===== src/rtl/s27_unroll_ctrl.sv =====
// Sequencing controller for a FRAMES-deep time-unrolled s27 core: fills an
// input window, waits for the core to settle, then presents G17 and next state.
//
// state | meaning
// FILL  | accepting frame vectors into window slots; st_load honoured at count 0
// EVAL  | window complete, core settling for CORE_LAT+1 cycles, capture on last
// OUT   | result presented until downstream handshake, then state feeds back
module s27_unroll_ctrl #(
  parameter int FRAMES   = 5,
  parameter int CORE_LAT = 0
) (
  input  logic                  clk,
  input  logic                  rst,
  input  logic                  in_valid,
  output logic                  in_ready,
  input  logic [3:0]            in_vec,
  input  logic                  st_load,
  input  logic [2:0]            st_val,
  output logic [4*FRAMES-1:0]   core_in,
  output logic [2:0]            core_state,
  input  logic [FRAMES-1:0]     core_g17,
  input  logic [2:0]            core_next,
  output logic                  out_valid,
  input  logic                  out_ready,
  output logic [FRAMES-1:0]     out_g17,
  output logic [2:0]            out_state
);

  localparam int CW = (FRAMES > 1) ? $clog2(FRAMES) : 1;
  localparam int LW = (CORE_LAT > 0) ? $clog2(CORE_LAT + 1) : 1;
  localparam logic [CW-1:0] LAST_SLOT = CW'(FRAMES - 1);
  localparam logic [LW-1:0] LAT_INIT  = LW'(CORE_LAT);

  typedef enum logic [1:0] {
    FILL = 2'd0,
    EVAL = 2'd1,
    OUT  = 2'd2
  } fsm_t;

  fsm_t                r_fsm;
  fsm_t                w_fsm_nxt;
  logic [CW-1:0]       r_count;
  logic [LW-1:0]       r_lat;
  logic [4*FRAMES-1:0] r_window;
  logic [2:0]          r_dff;
  logic [FRAMES-1:0]   r_out_g17;
  logic [2:0]          r_out_state;

  logic w_load;
  logic w_accept;
  logic w_last;
  logic w_lat_tc;
  logic w_capture;
  logic w_out_fire;

  assign w_last   = (r_count == LAST_SLOT);
  assign w_lat_tc = (r_lat == '0);

  always_ff @(posedge clk) begin
    if (rst) r_fsm <= FILL;
    else     r_fsm <= w_fsm_nxt;
  end

  // A load request at count 0 stalls input so it can never race a slot-0 write.
  always_comb begin
    w_fsm_nxt  = r_fsm;
    in_ready   = 1'b0;
    out_valid  = 1'b0;
    w_load     = 1'b0;
    w_accept   = 1'b0;
    w_capture  = 1'b0;
    w_out_fire = 1'b0;
    case (r_fsm)
      FILL: begin
        w_load   = st_load && (r_count == '0);
        in_ready = !w_load;
        w_accept = in_valid && !w_load;
        if (w_accept && w_last) w_fsm_nxt = EVAL;
      end
      EVAL: begin
        if (w_lat_tc) begin
          w_capture = 1'b1;
          w_fsm_nxt = OUT;
        end
      end
      OUT: begin
        out_valid  = 1'b1;
        w_out_fire = out_ready;
        if (out_ready) w_fsm_nxt = FILL;
      end
      default: w_fsm_nxt = FILL;
    endcase
  end

  always_ff @(posedge clk) begin
    if (rst) begin
      r_count     <= '0;
      r_lat       <= LAT_INIT;
      r_window    <= '0;
      r_dff       <= '0;
      r_out_g17   <= '0;
      r_out_state <= '0;
    end else begin
      if (w_accept) r_count <= w_last ? '0 : r_count + CW'(1);
      for (int k = 0; k < FRAMES; k++) begin
        if (w_accept && (r_count == CW'(k))) r_window[4*k +: 4] <= in_vec;
      end
      if (w_load)          r_dff <= st_val;
      else if (w_out_fire) r_dff <= r_out_state;
      // settle timer: reloaded when the window completes, counts down in EVAL
      if (w_accept && w_last)             r_lat <= LAT_INIT;
      else if (r_fsm == EVAL && !w_lat_tc) r_lat <= r_lat - LW'(1);
      if (w_capture) begin
        r_out_g17   <= core_g17;
        r_out_state <= core_next;
      end
    end
  end

  assign core_in    = r_window;
  assign core_state = r_dff;
  assign out_g17    = r_out_g17;
  assign out_state  = r_out_state;

  a_excl: assert property (@(posedge clk) disable iff (rst) !(in_ready && out_valid));
  a_hold: assert property (@(posedge clk) disable iff (rst)
    (out_valid && !out_ready) |=> (out_valid && $stable(out_g17) && $stable(out_state)));

endmodule


===== config.mk =====
export PLATFORM = sky130hd
export DESIGN_NAME = s27_unroll_ctrl
export DESIGN_NICKNAME = d
export VERILOG_FILES = /design/src/rtl/s27_unroll_ctrl.sv
export SDC_FILE = /design/constraint.sdc
export NUM_CORES = 1
export LEC_CHECK = 0
export ABC_AREA = 1
export BUFFER_PORTS_ARGS = -buffer_cell sky130_fd_sc_hd__buf_2
export CELL_PAD_IN_SITES_DETAIL_PLACEMENT = 1
export CELL_PAD_IN_SITES_GLOBAL_PLACEMENT = 2
export CORE_MARGIN = 3
export CORE_UTILIZATION = 26
export DETAILED_ROUTE_END_ITERATION = 10
export GPL_ROUTABILITY_DRIVEN = 0
export PLACE_DENSITY = 0.8
export SYNTH_ARGS = -nofsm -noshare
export SYNTH_HDL_FRONTEND = slang
export SYNTH_SLANG_ARGS = --single-unit

===== constraint.sdc =====
create_clock -name clk -period 1.5 [get_ports clk]
set_input_delay 0.075 -clock clk [delete_from_list [all_inputs] [get_ports clk]]
set_output_delay 0.075 -clock clk [all_outputs]
set_load 0.1 [all_outputs]

==> summary.txt <==
Status
  • Status: complete, no violations

Die
  • Total number of placement rows: 28
  • Initial Utilization: 27.48%
  • Area of the core: 0.006061 mm^2
  • Area enclosed by the die boundary: 0.007401 mm^2
  • Number of top-level pins: 53
  • Die Width: 86.03 um
  • Die outline height: 86.03 um

Pwr
  • Peak ir drop on the vdd network: 0.5449 mV
  • Total power density per cell area: 1346 mW/mm^2
  • Static leakage power: 1.144 nW

Critical path
  • Arr. time, crit path: 1.34 ns
  • Crit Path Category: register to primary output
  • CP startpoint kind: register
  • Critical Path Sink Type: primary output
  • Worst Path Required: 1.42 ns
  • Maximum fanout encountered on the critical timing path: 7

CTS
  • Number of sinks on the clock net: 37
  • Clock tree from TritonCTS: built
  • H-tree depth: 2
  • Clk root buf: clkbuf_8
  • Clock transition time at the flip-flop clock pins of the worst setup and hold paths: 0.08 ns
  • Total clock buffers created by CTS: 5
  • Number of buffers inserted by hold repair at cts: 0
  • Clock Path Buffers: 2
  • Clock Latency Late Sink: 0.29 ns

Yosys
  • Fraction of synthesized cell area taken by the top area cell type: 44.48%
  • Avg Cell Area, Syn: 6.997 um^2
  • Largest cells by area after synthesis: dfxtp_1 (44%), nand2_1 (13%), nor2_1 (12%)
  • Number of library cell types mapped by synthesis: 21
  • Warnings, synthesis: 0
  • Number of cells produced by synthesis: 238
  • Sequential fraction of the synthesis area: 44.48%
  • Largest area contributor in the netlist: dfxtp_1
  • Combined area of all synthesized cells: 0.001665 mm^2
  • Net count of the mapped netlist: 263
  • Flops & latches, synth: 37

STA
  • Hold Fails Final Rpt: 0
  • Finish-stage setup viols: 0
  • Final critical-path setup slack: 0.08661 ns
  • Crit path time final: 1.413 ns
  • RSZ-0062 raised after global routing: true
  • Setup TNS Final: 0 ns
  • Worst-case hold slack: 0.04544 ns
  • Largest clock skew in the final design: 0.01092 ns
  • Total count of max-transition violations in the final report: 0
  • Peak Freq: 707.5 MHz
  • Ratio of final minimum period to clock period: 94.23%
  • Pin slew with the least headroom to its limit: 0.4989 ns
  • Relative slew slack: 66.97%

Worst hold path
  • Worst Hold Class: input pin to register

Global routing
  • Pin count of the biggest net entering global routing: 28
  • Antenna violations before repair: 0
  • First-pass GRT wire length: 7341 um
  • Remaining global-route overflow: 0
  • GRT Util Overall: 12.32%
  • Vias in the first global route: 1590

Routing
  • First-pass iteration count of the detailed router: 3
  • Final ANT Viol Nets: 0
  • Wirelength, routed: 4478 um
  • Per-cell via count in the routed design: 4.344
  • Number of DRC markers after the initial detailed-route iteration: 51
  • Total via count in the routed design: 1616
  • Final routed DRC violation total: 0
  • Routed wirelength normalized by instance count: 12.04 um

Final layout
  • Number of inserted diodes: 0
  • Fin nets: 321
  • Area of all sequential standard cells: 747.0 um^2
  • Filler cell count: 792
  • Syn-to-layout area delta: 32.46%
  • Finished Layout Cells: 372
  • Fraction of layout instances using a drive strength above 1: 29.97%
  • Multi-input combinational cell area: 800.8 um^2

Place
  • Placed cell count: 363
  • Worst slack at placement: 0.06868 ns
  • Port Buffer Count: 52
  • Post-detail-place hpwl: 3326 um

Job
  • Total of max-cap violations: 0
## through the flow
step / util (%) / power [mW] / instance area (um^2)
after floorplan: - / 1.889 / 1713
final: 36.40 / 2.970 / 2206
after global routing: 36.40 / 3.120 / 2206
after detailed placement: 34.17 / 2.090 / 2071
after CTS: 36.27 / 3.021 / 2198
after global placement: 34.17 / 2.082 / 2071
## kinds of logic (layout without fill, tap and decap cells)
logic type / after synthesis / in the layout / synth area share [%]
AND/OR/NAND/NOR: 134 / 134 / 35.39
buffers and inverters: 42 / 101 / 10.14
flip-flops: 37 / 37 / 44.48
AO/OA/AOI/OAI: 20 / 20 / 6.236
adder cells (fa/ha/maj): 5 / 5 / 3.757
## power breakdown
part | switching, mW | internal, mW
sequential | 0.0460 | 1.06
combinational | 0.757 | 0.210
clock | 0.360 | 0.541
total | 1.16 | 1.81
## final cells by class
cell class	count	share of cell area [%]
Multi-Input combinational cell	159	36.30
Clock inverter	2	1.702
Timing Repair Buffer	55	13.50
Tap cell	75	4.254
Clock buffer	6	3.744
Sequential cell	37	33.86
Inverter	38	6.636
## critical path, stage by stage, from the launching register on
cell and delay, ns:
dfxtp_1 0.37, nor2_4 0.29, nand2_4 0.10, clkinvlp_4 0.11, buf_12 0.17
## what timing repair did
item,4_1_cts,5_1_grt
resized for setup,0,3
setup buffers,1,0
hold endpoints to repair,0,0
pin swaps,1,1
setup endpoints to repair,1,6
## path summary, 6_finish.rpt
check	from	end	slack [ns]	cells past startpoint
hold reg to reg	out_g17[4]	out_g17[4]	0.46	2
setup / recovery	r_fsm[0]	in_ready	0.09	4
setup reg to reg	r_count[0]	core_in[12]	0.10	8
hold / removal	core_g17[4]	out_g17[4]	0.05	3
## layout by cell type, fill, tap and decap left out
cell type,instances
nor4_1,1
nand2_2,4
o21ai_2,1
bufinv_16,1
dfxtp_1,34
inv_2,4
inv_1,32
dfxtp_4,1
clkinvlp_4,2
or2_2,1
nor2_1,54
nor2_4,4
ha_4,1
ha_1,4
clkbuf_8,6
o21ai_1,1
a21oi_1,10
clkinv_1,1
buf_2,51
nand2_4,1
buf_12,1
nor3_1,4
buf_4,3
nand4_2,4
nand3_1,5
nand3_2,1
o21ai_0,8
nand3_4,1
nand2_1,54
dfxtp_2,2
## sequential cells by signal (all words and copies together) (netlist names)
register and flops:
r_lat 1, out_state 3, core_state 3, r_count 3
r_fsm 2, out_g17 5, core_in 20
## cell usage after synthesis
cell,count
nor2_1,54
nor3_1,4
o21ai_0,9
a21oi_1,10
inv_1,35
nand3_2,1
nor4_1,1
buf_2,3
nand3_1,6
nand2_1,58
nand4_2,4
nand2_2,1
inv_2,2
clkinv_1,1
nor2_4,3
dfxtp_1,37
nor2_2,1
buf_6,1
ha_1,5
o21ai_2,1
or2_2,1
## metal layers
metal  vias up  track usage [%]  part of all wire, %
met2        26            20.53                   49
met4         0            3.885                  1.4
met1       751            15.78                   46
met5         -                0                    0
met3         6            2.690                  4.1
li1        833                -                    -
(Power assumes the default switching activity.)
